[config.mk]
export PLATFORM = sky130hd
export DESIGN_NAME = id_ex_stage
export DESIGN_NICKNAME = d
export VERILOG_FILES = /design/src/rtl/cpu_defs.sv /design/src/rtl/fwd_unit.sv /design/src/rtl/id_ex_stage.sv
export SDC_FILE = /design/constraint.sdc
export NUM_CORES = 1
export LEC_CHECK = 0
export CORE_UTILIZATION = 25
export CTS_CLUSTER_SIZE = 30
export DETAILED_ROUTE_END_ITERATION = 10
export SYNTH_ARGS = -nofsm -noshare
export SYNTH_HDL_FRONTEND = slang
export SYNTH_HIERARCHICAL = 1
export SYNTH_SLANG_ARGS = --single-unit
[constraint.sdc]
create_clock -name clk -period 6.2 [get_ports clk]
set_input_delay 1.86 -clock clk [delete_from_list [all_inputs] [get_ports clk]]
set_output_delay 1.86 -clock clk [all_outputs]
set_load 0.02 [all_outputs]
[src/rtl/cpu_defs.sv]
// Shared CPU definitions: ALU function codes, ALUOp codes, funct values,
// forward-select encoding and the ALU control decode helper.
// Pure declarations; no timing, no flow control.
package cpu_defs;

  // ALU function codes driven on alu_signal
  localparam logic [2:0] ALU_AND = 3'b000;
  localparam logic [2:0] ALU_OR  = 3'b001;
  localparam logic [2:0] ALU_ADD = 3'b010;
  localparam logic [2:0] ALU_SUB = 3'b110;
  localparam logic [2:0] ALU_SLT = 3'b111;

  // ALUOp codes from the main decoder (2'b11 is unused and flagged illegal)
  localparam logic [1:0] ALUOP_ADD   = 2'b00;
  localparam logic [1:0] ALUOP_SUB   = 2'b01;
  localparam logic [1:0] ALUOP_RTYPE = 2'b10;

  // R-type funct values understood by the ALU
  localparam logic [5:0] FUNCT_ADD = 6'b100000;
  localparam logic [5:0] FUNCT_SUB = 6'b100010;
  localparam logic [5:0] FUNCT_AND = 6'b100100;
  localparam logic [5:0] FUNCT_OR  = 6'b100101;
  localparam logic [5:0] FUNCT_SLT = 6'b101010;

  // Operand source select for the forwarding muxes
  typedef enum logic [1:0] {
    FWD_REG   = 2'b00,
    FWD_EXMEM = 2'b01,
    FWD_MEMWB = 2'b10
  } fwd_sel_t;

  typedef struct packed {
    logic [2:0] sig;
    logic       illegal;
  } alu_dec_t;

  // Unsupported encodings fall back to ADD so the ALU still sees a legal code
  function automatic alu_dec_t alu_decode(input logic [1:0] aluop, input logic [5:0] funct);
    alu_dec_t d;
    d.sig     = ALU_ADD;
    d.illegal = 1'b0;
    case (aluop)
      ALUOP_ADD: d.sig = ALU_ADD;
      ALUOP_SUB: d.sig = ALU_SUB;
      ALUOP_RTYPE: begin
        case (funct)
          FUNCT_ADD: d.sig = ALU_ADD;
          FUNCT_SUB: d.sig = ALU_SUB;
          FUNCT_AND: d.sig = ALU_AND;
          FUNCT_OR:  d.sig = ALU_OR;
          FUNCT_SLT: d.sig = ALU_SLT;
          default:   d.illegal = 1'b1;
        endcase
      end
      default: d.illegal = 1'b1;
    endcase
    return d;
  endfunction

endpackage

[src/rtl/fwd_unit.sv]
// Forwarding select: picks EX/MEM, MEM/WB or register-file data per ALU source.
// Latency: purely combinational.
// Backpressure: none; selects follow the current pipeline contents.
import cpu_defs::*;

module fwd_unit #(
  parameter int RW = 5
) (
  input  logic          exmem_regwrite,
  input  logic [RW-1:0] exmem_rd,
  input  logic          memwb_regwrite,
  input  logic [RW-1:0] memwb_rd,
  input  logic [RW-1:0] ex_rs,
  input  logic [RW-1:0] ex_rt,
  output fwd_sel_t      fwd_a,
  output fwd_sel_t      fwd_b
);

  // Youngest producer wins; register 0 is hardwired zero and never forwards
  function automatic fwd_sel_t pick(input logic [RW-1:0] idx,
                                    input logic ex_w, input logic [RW-1:0] ex_d,
                                    input logic wb_w, input logic [RW-1:0] wb_d);
    fwd_sel_t s;
    s = FWD_REG;
    if (ex_w && (ex_d != '0) && (ex_d == idx))
      s = FWD_EXMEM;
    else if (wb_w && (wb_d != '0) && (wb_d == idx))
      s = FWD_MEMWB;
    return s;
  endfunction

  // Independent select for each ALU source
  always_comb begin
    fwd_a = pick(ex_rs, exmem_regwrite, exmem_rd, memwb_regwrite, memwb_rd);
    fwd_b = pick(ex_rt, exmem_regwrite, exmem_rd, memwb_regwrite, memwb_rd);
  end

endmodule

[src/rtl/id_ex_stage.sv]
// ID/EX pipeline register with ALU control decode, operand forwarding and load-use detect.
// Latency: 1 cycle from id_* inputs to ex_* / alu_signal; ALU operands add combinational forwarding.
// Backpressure: stall holds every register; flush (wins over stall) loads a bubble.
import cpu_defs::*;

module id_ex_stage #(
  parameter int DW = 32,
  parameter int RW = 5
) (
  input  logic          clk,
  input  logic          reset,
  input  logic          stall,
  input  logic          flush,
  input  logic [DW-1:0] id_rs_data,
  input  logic [DW-1:0] id_rt_data,
  input  logic [15:0]   id_imm,
  input  logic [RW-1:0] id_rs,
  input  logic [RW-1:0] id_rt,
  input  logic [RW-1:0] id_rd,
  input  logic [1:0]    id_aluop,
  input  logic [5:0]    id_funct,
  input  logic          id_alusrc,
  input  logic          id_regdst,
  input  logic          id_regwrite,
  input  logic          id_memread,
  input  logic          id_memwrite,
  input  logic          id_memtoreg,
  input  logic          exmem_regwrite,
  input  logic [RW-1:0] exmem_rd,
  input  logic [DW-1:0] exmem_result,
  input  logic          memwb_regwrite,
  input  logic [RW-1:0] memwb_rd,
  input  logic [DW-1:0] memwb_result,
  output logic [DW-1:0] alu_dataA,
  output logic [DW-1:0] alu_dataB,
  output logic [2:0]    alu_signal,
  output logic [DW-1:0] ex_store_data,
  output logic [RW-1:0] ex_dest,
  output logic          ex_regwrite,
  output logic          ex_memread,
  output logic          ex_memwrite,
  output logic          ex_memtoreg,
  output logic          ex_illegal,
  output logic          load_use_hazard
);

  logic [DW-1:0] ex_rs_data;
  logic [DW-1:0] ex_rt_data;
  logic [DW-1:0] ex_imm;
  logic [RW-1:0] ex_rs;
  logic [RW-1:0] ex_rt;
  logic          ex_alusrc;
  alu_dec_t      dec;
  fwd_sel_t      fwd_a;
  fwd_sel_t      fwd_b;
  logic [DW-1:0] rs_fwd;
  logic [DW-1:0] rt_fwd;

  // ALU control is decoded in ID so alu_signal comes straight from a flop
  always_comb dec = alu_decode(id_aluop, id_funct);

  // Pipeline register: reset and flush both load an all-zero bubble
  always_ff @(posedge clk) begin
    if (!reset || flush) begin
      ex_rs_data  <= '0;
      ex_rt_data  <= '0;
      ex_imm      <= '0;
      ex_rs       <= '0;
      ex_rt       <= '0;
      ex_dest     <= '0;
      ex_alusrc   <= 1'b0;
      ex_regwrite <= 1'b0;
      ex_memread  <= 1'b0;
      ex_memwrite <= 1'b0;
      ex_memtoreg <= 1'b0;
      ex_illegal  <= 1'b0;
      alu_signal  <= ALU_AND;
    end else if (!stall) begin
      ex_rs_data  <= id_rs_data;
      ex_rt_data  <= id_rt_data;
      ex_imm      <= {{(DW-16){id_imm[15]}}, id_imm};
      ex_rs       <= id_rs;
      ex_rt       <= id_rt;
      ex_dest     <= id_regdst ? id_rd : id_rt;
      ex_alusrc   <= id_alusrc;
      ex_regwrite <= id_regwrite;
      ex_memread  <= id_memread;
      ex_memwrite <= id_memwrite;
      ex_memtoreg <= id_memtoreg;
      ex_illegal  <= dec.illegal;
      alu_signal  <= dec.sig;
    end
  end

  fwd_unit #(.RW(RW)) u_fwd (
    .exmem_regwrite (exmem_regwrite),
    .exmem_rd       (exmem_rd),
    .memwb_regwrite (memwb_regwrite),
    .memwb_rd       (memwb_rd),
    .ex_rs          (ex_rs),
    .ex_rt          (ex_rt),
    .fwd_a          (fwd_a),
    .fwd_b          (fwd_b)
  );

  // Forwarding muxes for both sources
  always_comb begin
    rs_fwd = ex_rs_data;
    rt_fwd = ex_rt_data;
    case (fwd_a)
      FWD_EXMEM: rs_fwd = exmem_result;
      FWD_MEMWB: rs_fwd = memwb_result;
      default:   rs_fwd = ex_rs_data;
    endcase
    case (fwd_b)
      FWD_EXMEM: rt_fwd = exmem_result;
      FWD_MEMWB: rt_fwd = memwb_result;
      default:   rt_fwd = ex_rt_data;
    endcase
  end

  // Operand B takes the immediate for I-type; stores always need the forwarded rt
  always_comb begin
    alu_dataA     = rs_fwd;
    alu_dataB     = ex_alusrc ? ex_imm : rt_fwd;
    ex_store_data = rt_fwd;
  end

  // A load in EX whose destination is read by the instruction in ID
  always_comb begin
    load_use_hazard = ex_memread && (ex_dest != '0) &&
                      ((ex_dest == id_rs) || (ex_dest == id_rt));
  end

endmodule

# Yosys cells after proc, flatten, opt, wreduce, memory -nomap -nowiden
# Cells that the tools add are included.
# classes
n_eq_ne	17
n_mux	12
n_reduce_logical	17
# ops
cell	n
$pmux 32 s2	2
$mux 32	1
$eq 5x5->1	6
$eq 6x6->1 const B	5
$reduce_bool 5->1	3
$pmux 3 s4	1
$logic_and 1x1->1	8
$mux 2	4
$eq 2x1->1 const B	3
$eq 2x2->1 const B	3
$pmux 3 s2	1
$mux 5	1
$reduce_or 5->1	1
$logic_not 2->1	1
$logic_or 1x1->1	2
$pmux 1 s2	1
$reduce_or 2->1	1
$logic_not 1->1	1
$mux 1	1
# word_totals
reg_bits	104
input_bits	189
out_inout_bits	110
wordCells	59

# Longest topological paths before layout
# Gate-level depths: netlist of the first run.
# logic_depth
word_depth	8
ltp_mapped	10
ltp_nobuf	9

# Hierarchy
# The synthesis of the first run kept the hierarchy.
# by_module_without_submodules
mod	instances	cells_per_inst	area_per_inst_um2	seq_area_each_um2
id_ex_stage	1	648	5949.5	2082.0
fwd_unit	1	34	257.7	0.0

# Worst setup path before layout of the first run
# No wires, ideal clock.
# synth_timing
path_type	in2out
startpoint	in exmem_rd[1]
endpoint	out alu_dataB[0]
arrival_ns	4.110
required_time_ns	4.340
slack_ns	0.230
stages	10
n_path_buf	2
path_cell_list	or4_1 -> o21ai_2 -> nor4_1 -> nor4_1 -> ha_1 -> buf_6 -> buf_6 -> nand2_1 -> o21ai_1 -> mux2_2
# synth_between
elab_chain_cells	7
elab_cells_between_ends	9
cone_classes	eq/ne (3); mux (3); reduce/logical (3)
# synth_rtl
element	line	rtl
start, declared	id_ex_stage.sv:29	input logic [RW-1:0] exmem_rd,
$reduce_bool 5->1	fwd_unit.sv:25	if (ex_w && (ex_d != '0) && (ex_d == idx))
$logic_and 1x1->1	fwd_unit.sv:25	
$logic_and 1x1->1 *	fwd_unit.sv:25	
$mux 2 *	fwd_unit.sv:25	
net fwd_b[0]	id_ex_stage.sv:55	fwd_sel_t fwd_b;
$eq 2x2->1 / $eq 2x1->1 (equally long branches)	id_ex_stage.sv:115	case (fwd_b)
$pmux 32 s2 *	id_ex_stage.sv:115	
net ex_store_data[0]	id_ex_stage.sv:37	output logic [DW-1:0] ex_store_data,
$mux 32 *	id_ex_stage.sv:125	alu_dataB = ex_alusrc ? ex_imm : rt_fwd;
end, declared	id_ex_stage.sv:35	output logic [DW-1:0] alu_dataB,
# Mark *: on every way through the listed nets, which the timed path passes. The rest lies on a longest branch.

# Final worst setup path of the first run
# layout_timing
startpoint	in exmem_rd[4]
endpoint	out alu_dataB[7]
# layout_between
elab_chain_cells	7
elab_cells_between_ends	9
cone_classes	eq/ne (3); mux (3); reduce/logical (3)
# layout_rtl
element	line
$reduce_bool 5->1	fwd_unit.sv:25
$logic_and 1x1->1	fwd_unit.sv:25
$logic_and 1x1->1 *	fwd_unit.sv:25
$mux 2 *	fwd_unit.sv:25
net fwd_b[0]	id_ex_stage.sv:55
$eq 2x2->1 / $eq 2x1->1 (equally long branches)	id_ex_stage.sv:115
$pmux 32 s2 *	id_ex_stage.sv:115
$mux 32 *	id_ex_stage.sv:125
# Marked as above.

==> summary.md, run 1 <==
| Metric | Value |
|---|---|
| Status | finished, final reports clean |
| Rel. slew slack | 34.9% |
| Cts bufs inserted | 9 |
| RSZ-0062 raised after global routing | true |
| Drt wl/cell | 17.8 um |
| Hold Path Sink | alu_signal[0]$_SDFFE_PP0N_ |
| Hold Startpoint | alu_signal[0]$_SDFFE_PP0N_ |
| Seq/Total Area, Yosys | 33.5% |
| Core Box Area | 24300 sq um |
| Vias per cell | 4.60 |
| Grt ovf | 0 |
| Hold slack | between 400 and 500 ps |
| WS Path Type | in2out |
| Final Cycle Share | 99.1% |
| Initial antenna violation count | 2 |
| Area grow syn2layout | 63.3% |
| Port buffer count | 298 |
| Root Driver | clkbuf_16 |
| Share of cells above drive strength 1 | 26.0% |
| Post-DP HPWL | 17.3 mm |
| Num Clock Sinks | around 100 |
| Cts-stage hold buffer count | 0 |
| Slew Viols, Final | 0 |
| Max_cap viols | 0 |
| Power density cells | 165 nW/um^2 |
| Gr usage total | 18.6% |
| 1st-iter DRT viols | 223 |
| Die W | 160 um |
| Sequential share of power | 42.4% |
| Asr flop ratio synth | 0% |
| Slew @ Worst Pin | between 900 and 1000 ps |
| Cell area after placement | 9750 sq um |
| Ports | 299 |
| Layout filler cell count | about 2500 |
| Final setup vio count | 0 |
| H-tree depth | 3 |
| Vias in the first global route | 6262 |
| Setup crit end kind | output pin |
| FMAX | 163 MHz |
| Yosys warns | 6 |
| Placement Rows | 57 |
| Setup slack, reg-to-reg | 4900 ps |
| Worst hold-check path type | reg2reg |
| Max VDD drop | 0.117 mV |
| Crit path cell chain | buf_6 > or4_4 > o21ai_4 > nor4_4 > nor4_4 > buf_4 > inv_2 > ha_4 > buf_12 > a22oi_2 > o21ai_2 > mux2_4 > buf_6 |
| Nets | 1192 |
| TritonRoute pass-1 iters | 4 |
| CTS Buffer Depth | 2 |
| R2R Path End | ex_alusrc$_SDFFE_PP0N_ |
| First-pass GRT wire length | around 37 mm |
| Sw frac | 28.3% |
| CP max stage delay | 540 ps |
| Synthesized area | 6210 sq um |
| Synthesized Nets | 878 |
| Critical R2R Launch | ex_alusrc$_SDFFE_PP0N_ |
| Post-synth EDFFs | 0 |
| Critical-path top delay cell | or4_4 |
| Setup Skew | 0 ps |
| Clock Latency Late Sink | 340 ps |
| Gate count of the mapped netlist | around 680 |
| Leakage | 4.11 nW |
| Synth Register Bits | 104 |
| NetSw | 472 uW |
| Pint | 1.20 mW |
| Reg2Reg Depth | 2 |
| Arrival time at the worst endpoint | between 4000 and 5000 ps |
| Initial Utilization | 25.5% |
| Synthesized area per cell | 9.10 sq um |
| Startpoint types | input port |
| Clock power frac | roughly a third |
| Design area | between 10000 and 15000 sq um |
| Distinct cells, synth | 34 |
| Final hold violations | 0 |
| WP data required | 4340 ps |
| DRC viols | 0 |
| Worst-path clk slew | 70 ps |
| Worst-path maximum fanout | 8 |
| GPL Wtd Cong | 0.810 |
| Total Wirelength | 23.6 mm |
| Main synth FF type | dfxtp_1 |
| Comb power frac | 23.6% |
| Min-Delay Path Depth | 2 |
| Die area | 25500 sq um |
| Pin count of the biggest net entering global routing | 66 |
| Vias post-DR | 6103 |
| Antenna-violating nets left | 0 |
| Minimum clock period | 6150 ps |
| Chip Height | 160 um |
| CTS tree | done |
[cells in the mapped netlist (all sizes together), types with 7 or more instances]
master,count,area share (%)
nor2,107,6.5
clkbuf,18,1.4
xor2,10,1.4
o21ai,66,7.2
dfxtp,104,34
a22oi,64,10
mux2i,101,16
ha,7,1.4
mux2,32,5.8
xnor2,20,2.8
a21oi,7,0.56
buf,38,4.8
nand2,69,4.2
[worst max-delay path by stage]
stage                           start            to  slack (ps)  cells past startpoint
final                     exmem_rd[4]  alu_dataB[7]          50                     13
after global routing      exmem_rd[4]  alu_dataB[7]        -110                     13
after CTS                 exmem_rd[2]  alu_dataB[7]         -30                     14
after detailed placement  exmem_rd[1]  alu_dataB[7]        -900                     12
after global placement    exmem_rd[1]  alu_dataB[7]        -950                     12
after floorplan           exmem_rd[1]  alu_dataB[0]         230                     10
[per-layer routing]
metal	up-vias	track usage, %	wire [um]
met4	0	5.03	306
li1	3034	-	-
met5	-	0	0
met2	180	31.7	11300
met3	15	3.59	1290
met1	2874	23.8	10700
[cell usage in the layout, fill, tap and decap left out, types with 3 or more instances in the layout]
cell | netlist | routed
inv_1 | 6 | 5
xnor2_1 | 20 | 20
clkdlybuf4s15_1 | 0 | 15
dlygate4sd2_1 | 0 | 24
xor2_1 | 10 | 10
clkbuf_16 | 0 | 9
clkdlybuf4s15_2 | 0 | 7
clkbuf_2 | 0 | 20
o21ai_2 | 31 | 27
a22oi_1 | 34 | 33
dfxtp_1 | 104 | 103
ha_4 | 0 | 4
clkdlybuf4s50_1 | 0 | 191
nor3_1 | 4 | 4
a21oi_1 | 7 | 7
mux2_2 | 32 | 30
o21ai_0 | 32 | 32
buf_12 | 0 | 11
nor2b_1 | 4 | 4
buf_4 | 2 | 55
ha_1 | 7 | 3
mux2i_1 | 101 | 101
o21ai_4 | 0 | 5
nand2_1 | 69 | 61
nor2_1 | 107 | 106
nand2_2 | 0 | 8
nand3_1 | 5 | 5
buf_6 | 17 | 14
a22oi_2 | 30 | 31
buf_2 | 18 | 17
nand4_1 | 3 | 3
[worst max-delay path: cells and delay by family]
family / cells / cell delay [ps]
fa+ha+maj: 1 / 210
simple gates: 3 / 870
buf+inv: 5 / 570
compound gates: 3 / 490
mux: 1 / 270
[layout make-up]
type,count,area (sq um),area share (%)
Tap cell,324,405,4.00
Inverter,6,22.5,0.222
Timing Repair Buffer,359,3440,33.9
Multi-Input combinational cell,516,3900,38.5
Sequential cell,104,2080,20.6
Clock inverter,5,40.0,0.395
Antenna cell,2,5.00,0.0494
Clock buffer,11,243,2.39
[power by group through the flow]
stage / clock network [mW] / logic [mW] / registers [mW]
3_5_place_dp: 0 / 0.397 / 0.724
3_3_place_gp: 0 / 0.395 / 0.723
5_1_grt: 0.612 / 0.423 / 0.712
2_1_floorplan: 0 / 0.175 / 0.719
6_report: 0.567 / 0.395 / 0.708
4_1_cts: 0.590 / 0.393 / 0.708
[flip-flops by register name, summed over array words and instances (netlist names), 3 cells and up]
signal	count
alu_signal	3
ex_dest	5
ex_rt	5
ex_rs_data	32
ex_imm	16
ex_rt_data	32
ex_rs	5
[per-stage QoR]
step	util (%)	power, mW	setup TNS, ps	setup slack (ps)	instances
2_1_floorplan	-	0.894	0	230	682
3_3_place_gp	40.1	1.12	-67510	-952	1301
3_5_place_dp	40.1	1.12	-65280	-896	1301
4_1_cts	41.4	1.69	-80.6	-29.4	1326
5_1_grt	41.7	1.75	-614	-106	1325
6_report	41.7	1.67	0	53.5	1327
[repair_timing]
item	CTS	global route
pin swaps	11	24
endpoints found under the hold margin	0	0
setup buffers	5	0
endpoints found under the setup margin	96	91
gates cloned	4	0
gates resized for setup	253	106
[kinds of logic (layout without fill, tap and decap cells)]
family,Yosys count,count (layout),synth area share (%)
adders and majority gates,7,7,1.41
other,0,2,0
AOI/OAI and AO/OA,142,142,18.6
and+or+nand+nor,204,204,13.5
buffers and inverters,62,381,6.61
muxes,133,133,22.1
xor gates and xnor gates,30,30,4.23
DFF,104,104,33.5
(Power assumes the default switching activity.)
==> inputs of run 2 (changes only) <==
--- a/config.mk
+++ b/config.mk
@@ -8,6 +8,7 @@
 export CORE_UTILIZATION = 25
 export CTS_CLUSTER_SIZE = 30
 export DETAILED_ROUTE_END_ITERATION = 10
+export SKIP_LAST_GASP = 1
 export SYNTH_ARGS = -nofsm -noshare
 export SYNTH_HDL_FRONTEND = slang
 export SYNTH_HIERARCHICAL = 1
==> run 2 against run 1 <==
Effect of this change:
- fmax barely moved
- clock skew did not move
- first-iteration DRC count fell by 9.0%
- via count barely moved
- clock power barely moved
- critical endpoint unchanged
- cell area fell by 0.41%
- highest routed layer unchanged
- global-route usage barely moved
- non-clock buffer count rose by 1
- largest cell class unchanged
- critical path depth did not move
- sequential share of layout area rose by 0.084 points
- clock-buffer cell count did not move
- cell count barely moved
==> summary.md, run 2 (same netlist as run 1, synthesis figures left out) <==
| Metric | Value |
|---|---|
| Status | finished, final reports clean |
| Setup Skew | 0 ps |
| Vias in the first global route | between 6000 and 7000 |
| Initial Utilization | 25.5% |
| Vias per cell | about 4.6 |
| Clock Latency Late Sink | 340 ps |
| Root Driver | clkbuf_16 |
| Worst-path maximum fanout | 8 |
| Post-layout util | about two fifths |
| RSZ-0062 raised after global routing | true |
| Storage element area | between 2000 and 2500 sq um |
| FMAX | 163 MHz |
| Chip Height | 160 um |
| Sw frac | ~28% |
| WS Path Type | in2out |
| Power Total | 1.67 mW |
| CTS tree | done |
| Die W | 160 um |
| DRC viols | 0 |
| Clock power frac | ~34% |
| Area grow syn2layout | 62.6% |
| Minimum clock period | 6150 ps |
| Share of cells above drive strength 1 | between 20% and 30% |
| Regs by FF count | ex_rs_data: 32 flops, ex_rt_data: 32 flops, ex_imm: 16 flops |
| CTS Buffer Depth | 2 |
| Area of the multi-input gates | slightly below 4000 sq um |
| Post-DP HPWL | ~17 mm |
| Total Wirelength | 23.5 mm |
| Sequential share of power | 42.5% |
| Die area | 25500 sq um |
| Initial antenna violation count | 2 |
| Gr usage total | 18.6% |
| Nets | 1193 |
| Slew @ Worst Pin | 952 ps |
| H-tree depth | 3 |
| Worst-path clk slew | 70 ps |
| Pint | 1.20 mW |
| Leakage | 4.12 nW |
| Antenna-violating nets left | 0 |
| Setup crit end kind | output pin |
| Grt ovf | 0 |
| TritonRoute pass-1 iters | 4 |
| Rel. slew slack | between 30% and 40% |
| Power density cells | around 160 nW/um^2 |
| Final Cycle Share | 99.2% |
| WP data required | 4340 ps |
| Core Box Area | 24300 sq um |
| Cts-stage hold buffer count | 0 |
| Setup TNS | 0 ps |
| Arrival time at the worst endpoint | 4290 ps |
| Max VDD drop | approximately 0.12 mV |
| Num Clock Sinks | 104 |
| Most common cell after layout, fill and taps aside | clkdlybuf4s50_1 |
| Port buffer count | 298 |
| NetSw | 470 uW |
| Ports | 299 |
| Final hold violations | 0 |
| First-pass GRT wire length | between 30 and 40 mm |
| Worst hold-check path type | reg2reg |
| Drt wl/cell | 17.7 um |
| Pin count of the biggest net entering global routing | 66 |
| 1st-iter DRT viols | 203 |
| Startpoint types | input port |
| Final setup vio count | 0 |
| Max_cap viols | 0 |
| GPL Wtd Cong | ~0.81 |
| Cts bufs inserted | 9 |
| Slew Viols, Final | 0 |
| Placement Rows | 57 |
| Most frequent cells in the layout | clkdlybuf4s50_1, nor2_1, dfxtp_1, mux2i_1, nand2_1 |
| Comb power frac | 23.5% |
| Layout filler cell count | 2492 |
| Vias post-DR | 6100 |
==> run 2: cell count changes in the layout (fill, tap and decap cells not counted), moves of 3 or more <==
| cell | change |
|---|---|
| buf_6 | -8 |
| buf_2 | +7 |
| clkbuf_2 | -4 |
| nand2_1 | +4 |
| nand2_2 | -4 |
| clkdlybuf4s15_1 | +3 |
==> run 2: worst paths after layout <==
check,start,end,slack (ps),cells after the start
worst max-delay path,exmem_rd[4],alu_dataB[7],50,13
worst min-delay path,alu_signal[0]$_SDFFE_PP0N_,alu_signal[0]$_SDFFE_PP0N_,470,2
worst max register to register,ex_alusrc$_SDFFE_PP0N_,ex_alusrc$_SDFFE_PP0N_,4910,2
worst min register to register,alu_signal[0]$_SDFFE_PP0N_,alu_signal[0]$_SDFFE_PP0N_,470,2
==> run 2: layout make-up <==
type / instances / area share [%]
antenna: 2 / 0.0496
clock buffer: 11 / 2.40
clock inverter: 5 / 0.397
inverter: 6 / 0.223
multi-input combinational: 516 / 38.4
sequential: 104 / 20.6
tap: 324 / 4.02
timing repair buffer: 360 / 33.9
==> run 2: critical path, cell delays in order <==
cell	delay, ps
buf_6	100
or4_4	540
o21ai_4	190
nor4_4	80
nor4_4	250
buf_4	150
inv_2	30
ha_4	210
buf_12	160
a22oi_2	210
o21ai_2	90
mux2_4	270
buf_6	130
==> run 2: power groups by stage <==
stage | Combinational (mW) | Sequential, mW | Clock (mW)
6_report | 0.391 | 0.708 | 0.566
5_1_grt | 0.421 | 0.712 | 0.612
3_5_place_dp | 0.397 | 0.724 | 0
2_1_floorplan | 0.175 | 0.719 | 0
3_3_place_gp | 0.395 | 0.723 | 0
4_1_cts | 0.393 | 0.708 | 0.590
==> run 2: per-layer routing <==
metal	vias to the layer above	track usage, %	part of all wire (%)
li1	3037	-	-
met1	2873	23.8	45
met2	176	31.6	48
met3	14	3.59	5.4
met4	0	5.03	1.2
met5	-	0	0
==> run 2: what timing repair did <==
action,4_1_cts,5_1_grt
pin swaps,11,16
resized for setup,247,86
buffers inserted,5,1
endpoints found under the setup margin,96,95
gates cloned,4,0
==> run 2: stage by stage <==
stage | hold slack (ps) | setup WS [ps] | area [sq um] | std cells
floorplan | 458 | 230 | 6210 | 682
global placement | 460 | -952 | 9750 | 1301
detailed placement | 461 | -896 | 9750 | 1301
CTS | 475 | -47.6 | 10100 | 1326
global route | 503 | -102 | 10100 | 1326
finish | 471 | 51.0 | 10100 | 1328
